[config.mk]
export PLATFORM = sky130hd
export DESIGN_NAME = div_pipe
export DESIGN_NICKNAME = d
export VERILOG_FILES = /design/src/rtl/div_pipe.sv
export SDC_FILE = /design/constraint.sdc
export NUM_CORES = 1
export LEC_CHECK = 0
export ABC_AREA = 1
export BUFFER_PORTS_ARGS = -buffer_cell sky130_fd_sc_hd__clkbuf_2
export CAP_MARGIN = 20
export CORE_MARGIN = 1.5
export CORE_UTILIZATION = 60
export DETAILED_ROUTE_END_ITERATION = 10
export PLACE_DENSITY = 0.77
export SYNTH_ARGS = -nofsm -noshare
export SYNTH_HDL_FRONTEND = slang
export SYNTH_SLANG_ARGS = --single-unit
[constraint.sdc]
create_clock -name clk -period 17.6 [get_ports clk]
set_input_delay 3.52 -clock clk [delete_from_list [all_inputs] [get_ports clk]]
set_output_delay 3.52 -clock clk [all_outputs]
set_load 0.01 [all_outputs]
[src/rtl/div_pipe.sv]
// Pipelined signed restoring divider: DW stages, one quotient bit per stage, truncating toward zero.
// Optional remainder output is compiled in when DIV_REM_OUT_EN is defined; otherwise remainder is tied to 0.
module div_pipe #(
  parameter int DW = 8
) (
  input  logic          clk,
  input  logic          rst,
  input  logic [DW-1:0] dividend,
  input  logic [DW-1:0] divisor,
  input  logic          en,
  input  logic          en_synch,
  output logic [DW-1:0] quotient,
  output logic [DW-1:0] remainder,
  output logic          div_zero,
  output logic          result_flag
);

  logic [DW-1:0] mag_a, mag_b;
  logic          q_sign, r_sign, dz;

  // Negating -2^(DW-1) as unsigned gives 2^(DW-1), which still fits in DW bits.
  assign mag_a  = dividend[DW-1] ? -dividend : dividend;
  assign mag_b  = divisor[DW-1]  ? -divisor  : divisor;
  assign q_sign = dividend[DW-1] ^ divisor[DW-1];
  assign r_sign = dividend[DW-1];
  assign dz     = (divisor == '0);

  logic [DW:0]   rem_q [DW];
  logic [DW-1:0] dvs_q [DW];
  logic [DW-1:0] dvd_q [DW];
  logic [DW-1:0] quo_q [DW];
  logic          qs_q  [DW];
  logic          dz_q  [DW];
  logic          vld_q [DW];

  logic [DW:0]   src_rem [DW];
  logic [DW-1:0] src_dvs [DW];
  logic [DW-1:0] src_dvd [DW];
  logic [DW-1:0] src_quo [DW];
  logic          src_qs  [DW];
  logic          src_dz  [DW];
  logic          src_vld [DW];

  logic [DW:0]   sh      [DW];
  logic [DW:0]   tr      [DW];
  logic [DW:0]   nxt_rem [DW];
  logic [DW-1:0] nxt_quo [DW];

`ifdef DIV_REM_OUT_EN
  logic rs_q   [DW];
  logic src_rs [DW];
`endif

  always_comb begin
    src_rem[0] = '0;
    src_dvs[0] = mag_b;
    src_dvd[0] = mag_a;
    src_quo[0] = '0;
    src_qs[0]  = q_sign;
    src_dz[0]  = dz;
    src_vld[0] = en;
`ifdef DIV_REM_OUT_EN
    src_rs[0]  = r_sign;
`endif
    for (int i = 1; i < DW; i++) begin
      src_rem[i] = rem_q[i-1];
      src_dvs[i] = dvs_q[i-1];
      src_dvd[i] = dvd_q[i-1];
      src_quo[i] = quo_q[i-1];
      src_qs[i]  = qs_q[i-1];
      src_dz[i]  = dz_q[i-1];
      src_vld[i] = vld_q[i-1];
`ifdef DIV_REM_OUT_EN
      src_rs[i]  = rs_q[i-1];
`endif
    end
    // Bit DW of the trial difference is the borrow: set means restore.
    for (int i = 0; i < DW; i++) begin
      sh[i]      = (src_rem[i] << 1) | {{DW{1'b0}}, src_dvd[i][DW-1]};
      tr[i]      = sh[i] - {1'b0, src_dvs[i]};
      nxt_rem[i] = tr[i][DW] ? sh[i] : tr[i];
      nxt_quo[i] = (src_quo[i] << 1) | {{(DW-1){1'b0}}, ~tr[i][DW]};
    end
  end

  always_ff @(posedge clk or posedge rst) begin
    if (rst) begin
      for (int i = 0; i < DW; i++) begin
        rem_q[i] <= '0;
        dvs_q[i] <= '0;
        dvd_q[i] <= '0;
        quo_q[i] <= '0;
        qs_q[i]  <= 1'b0;
        dz_q[i]  <= 1'b0;
        vld_q[i] <= 1'b0;
`ifdef DIV_REM_OUT_EN
        rs_q[i]  <= 1'b0;
`endif
      end
    end else if (!en_synch) begin
      for (int i = 0; i < DW; i++) begin
        rem_q[i] <= '0;
        dvs_q[i] <= '0;
        dvd_q[i] <= '0;
        quo_q[i] <= '0;
        qs_q[i]  <= 1'b0;
        dz_q[i]  <= 1'b0;
        vld_q[i] <= 1'b0;
`ifdef DIV_REM_OUT_EN
        rs_q[i]  <= 1'b0;
`endif
      end
    end else begin
      for (int i = 0; i < DW; i++) begin
        vld_q[i] <= src_vld[i];
        if (src_vld[i]) begin
          rem_q[i] <= nxt_rem[i];
          dvs_q[i] <= src_dvs[i];
          dvd_q[i] <= src_dvd[i] << 1;
          quo_q[i] <= nxt_quo[i];
          qs_q[i]  <= src_qs[i];
          dz_q[i]  <= src_dz[i];
`ifdef DIV_REM_OUT_EN
          rs_q[i]  <= src_rs[i];
`endif
        end
      end
    end
  end

  logic [DW-1:0] q_mag;
  assign q_mag = quo_q[DW-1];

  // With a zero divisor every trial succeeds, so the partial remainder ends as |dividend|.
  always_comb begin
    quotient = dz_q[DW-1] ? '1 : (qs_q[DW-1] ? -q_mag : q_mag);
`ifdef DIV_REM_OUT_EN
    remainder = rs_q[DW-1] ? -rem_q[DW-1][DW-1:0] : rem_q[DW-1][DW-1:0];
`else
    remainder = '0;
`endif
  end

  assign result_flag = vld_q[DW-1];
  assign div_zero    = vld_q[DW-1] & dz_q[DW-1];

endmodule

==> flow_summary.ini <==
[setup_path]
worstPathRequired_ns = 14.08
critical_path.endpoint_type = output port
crit_path_top_delay_cell = sky130_fd_sc_hd__nor3_1
cp.arrival_ns = 1.88
setup_slack_of_the_worst_register_to_register_path_ns = 15.39
slowest_cell_delay_on_critical_path_ns = 0.46
path_delay_family = compound AO/OA/AOI/OAI gates
start_of_the_worst_register_to_register_path = dvd_q[31]
worstPathMaxFanout = 4
timing.reg2reg.worst_path_depth = 12
timing.critical_path.to = quotient[7]
crit_chain = nor3_1 > a41oi_1 > a21oi_1 > o21ai_0 > clkbuf_2
critical_path_depth = 5
r2r_end = rem_q[24]
worstSetupStartpointType = flop
critical_path.startpoint = q_mag[1]
worst-setup-path-type = flop to output port
worstPathBufferInverterCount = 1

[sta]
setup_viol_count_final = 0
grt_setup_unrepaired = false
final.min_clock_period_ns = 5.40
fin_setup_tns_ns = 0
timing.clock.skew_ns = 0.00766
maxSlewViolCount = 0
final_hold_violation_count = 0
worst_slew_pin_slew_ns = 0.874
min_period_over_period = 0.307
max_freq_mhz = 185
slew_headroom = 0.417
layout_setup_ws_ns = 12.20

[die]
placement_rows = 48
floorplan.io_pins = 38
die-height_um = 137
chipWidth_um = 137
total_die_area_mm2 = 0.0189
floorplan.initialDensity = 0.621
core_mm2 = 0.0175

[placed_design]
dp_hpwl_um = 16600
preCtsSetupSlack_ns = 12.22
place_inst = 1499
io_buffers = 29
gpl.final_weighted_congestion = 0.879

[clock_network]
number_of_buffers_created_by_cts = 17
clk-insertion-delay-late_ns = 0.43
ctsHtreeMaxLevel = 4
post_cts_hold_buffer_count = 0
worst_setup_hold_path_clk_slew_ns = 0.07
cts_resized = 0
ctsLongestPathBuffers = 2
tritoncts = done
clock-root-buffer = sky130_fd_sc_hd__clkbuf_16
post_cts_buffers = 0
cts.sink_count = 200

[layout]
finish.utilization = 0.671
most_used_cells_in_the_layout_excluding_fill_and_tap_cells = sky130_fd_sc_hd__inv_1, sky130_fd_sc_hd__nand2_1, sky130_fd_sc_hd__dfrtp_1, sky130_fd_sc_hd__o22ai_1, sky130_fd_sc_hd__nand3_1
final_net_count = 1379
diodes = 0
final_common_cell = sky130_fd_sc_hd__inv_1
num-fill-cells = 1384
final_layout_size_suffix_gt1_frac = 0.0965
area_growth_syn_to_layout_pct = 7.99
fin_cells = 1531

[drt]
drt_pass1_iterations = 4
wire_per_inst_um = 15.2
drc = 0
via_per_inst = 5.50
antenna_left = 0
drt_first_iter_violations = 582
finalWirelength_um = 23200
num_vias = 8428

[power_and_ir_drop]
vdd_drop_max_mv = 0.0873
p_leak_nw = 5.99
power-per-cell-area_mw_per_mm2 = 88.3

[synthesis]
synth_area_per_cell_um2 = 8.52
synth_enable_flop_cells = 0
yosys_most_used_dff = sky130_fd_sc_hd__dfrtp_1
synthesis.yosys.warnings = 0
flip_flop_and_latch_count_after_synthesis = 200
synthesis.instances = 1274
mappedNetlistArea_mm2 = 0.0109
ys_seq_area_frac = 0.461
postSynth.asyncResetShare = 1.00
yosys.cell_types.count = 43

[grt]
first_global_vias = 7997
antenna_found_initial = 0
grt.total_usage = 0.261
wire_length_of_the_first_global_routing_pass_um = 38900
maximum_number_of_pins_on_one_net_before_global_route_repair = 132
grt_overflow_total = 0

[run]
drv_cap = 0

[min_path]
min-delay-path-class = flop to flop

[run_status]
outcome = complete, no violations
-- kinds of logic (layout without fill, tap and decap cells) --
logic type / after synthesis / count (layout) / synth area share
AOI/OAI and AO/OA: 250 / 250 / 0.142
xor gates and xnor gates: 36 / 36 / 0.0291
adders and majority gates: 66 / 66 / 0.0802
buffers and inverters: 308 / 333 / 0.115
DFF: 200 / 200 / 0.461
other: 1 / 8 / 0.000346
and+or+nand+nor: 413 / 413 / 0.172
-- worst register-to-register path, cell delays in order (launching register included) --
cell and delay, ns:
sky130_fd_sc_hd__dfrtp_1 0.39, sky130_fd_sc_hd__inv_1 0.09, sky130_fd_sc_hd__ha_1 0.14, sky130_fd_sc_hd__inv_1 0.06, sky130_fd_sc_hd__fa_1 0.41, sky130_fd_sc_hd__nand3_1 0.12, sky130_fd_sc_hd__nand3_2 0.12, sky130_fd_sc_hd__nand3_2 0.11
sky130_fd_sc_hd__nand3_2 0.11, sky130_fd_sc_hd__nand2_2 0.27, sky130_fd_sc_hd__nand2_1 0.09, sky130_fd_sc_hd__nand3_1 0.10, sky130_fd_sc_hd__o21ai_1 0.08
-- flip-flops by register name, indices dropped and copies added (netlist names) --
register     flops
q_mag            8
rem_q           56
qs_q             8
dvd_q           28
src_vld          7
dz_q             8
quo_q           28
dvs_q           56
result_flag      1
-- cell usage after synthesis (2+ instances only) --
master / instances / area (µm²)
sky130_fd_sc_hd__inv_1: 260 / 976
sky130_fd_sc_hd__nand2_1: 236 / 886
sky130_fd_sc_hd__dfrtp_1: 200 / 5000
sky130_fd_sc_hd__o22ai_1: 118 / 738
sky130_fd_sc_hd__nand3_1: 85 / 425
sky130_fd_sc_hd__ha_1: 60 / 751
sky130_fd_sc_hd__nor2_1: 38 / 143
sky130_fd_sc_hd__a21oi_1: 34 / 170
sky130_fd_sc_hd__o21ai_0: 34 / 170
sky130_fd_sc_hd__o21ai_1: 27 / 135
sky130_fd_sc_hd__xor2_1: 24 / 210
sky130_fd_sc_hd__nand3_2: 17 / 170
sky130_fd_sc_hd__xnor2_1: 12 / 105
sky130_fd_sc_hd__buf_2: 11 / 55.1
sky130_fd_sc_hd__clkbuf_1: 11 / 41.3
sky130_fd_sc_hd__buf_4: 10 / 75.1
sky130_fd_sc_hd__inv_2: 10 / 37.5
sky130_fd_sc_hd__nand2_2: 10 / 62.6
sky130_fd_sc_hd__o21bai_1: 10 / 75.1
sky130_fd_sc_hd__nor3_1: 8 / 40.0
sky130_fd_sc_hd__fa_1: 6 / 120
sky130_fd_sc_hd__a21oi_2: 5 / 43.8
sky130_fd_sc_hd__buf_6: 5 / 56.3
sky130_fd_sc_hd__o21ai_2: 5 / 43.8
sky130_fd_sc_hd__a21o_1: 4 / 30.0
sky130_fd_sc_hd__nand3b_1: 4 / 30.0
sky130_fd_sc_hd__nand4_1: 4 / 25.0
sky130_fd_sc_hd__nor2_2: 4 / 25.0
sky130_fd_sc_hd__o211ai_2: 3 / 37.5
sky130_fd_sc_hd__o22ai_2: 3 / 37.5
sky130_fd_sc_hd__nor2_4: 2 / 22.5
sky130_fd_sc_hd__o32ai_1: 2 / 17.5
sky130_fd_sc_hd__or2_2: 2 / 12.5
-- where the power goes --
part           switching, mW  internal (mW)  total (mW)
sequential           0.00484          0.467       0.472
combinational          0.103         0.0486       0.151
clock                  0.180          0.232       0.412
-- worst min-delay path by stage --
stage	start	endpoint	cells after the start
6_report	dvd_q[15]	dvd_q[15]	2
3_5_place_dp	dvd_q[15]	dvd_q[15]	2
3_3_place_gp	dvd_q[15]	dvd_q[15]	2
4_1_cts	rem_q[9]	rem_q[9]	2
5_1_grt	rem_q[9]	rem_q[9]	2
2_1_floorplan	dvd_q[15]	dvd_q[15]	2
-- through the flow --
| step | hold WS [ns] | area [µm²] | power, mW |
|---|---|---|---|
| finish | 0.502 | 11700 | 1.04 |
| global route | 0.527 | 11700 | 1.08 |
| CTS | 0.507 | 11700 | 1.04 |
| detailed placement | 0.483 | 11100 | 0.632 |
| global placement | 0.469 | 11100 | 0.629 |
| floorplan | 0.448 | 10900 | 0.609 |
-- per-layer routing --
layer | wire length [µm] | GRT usage
met1 | 10400 | 0.340
met2 | 11800 | 0.454
met3 | 647 | 0.0416
met4 | 338 | 0.0678
met5 | 0 | 0
-- cell type report --
class	count	area (µm²)	share of cell area
clock buffer	18	439	0.0375
clock inverter	14	188	0.0160
inverter	271	1020	0.0874
multi-input combinational	773	4630	0.395
sequential	200	5000	0.427
tap	225	282	0.0240
timing repair buffer	30	153	0.0130
Note: power is estimated with default switching activity, not from simulation.
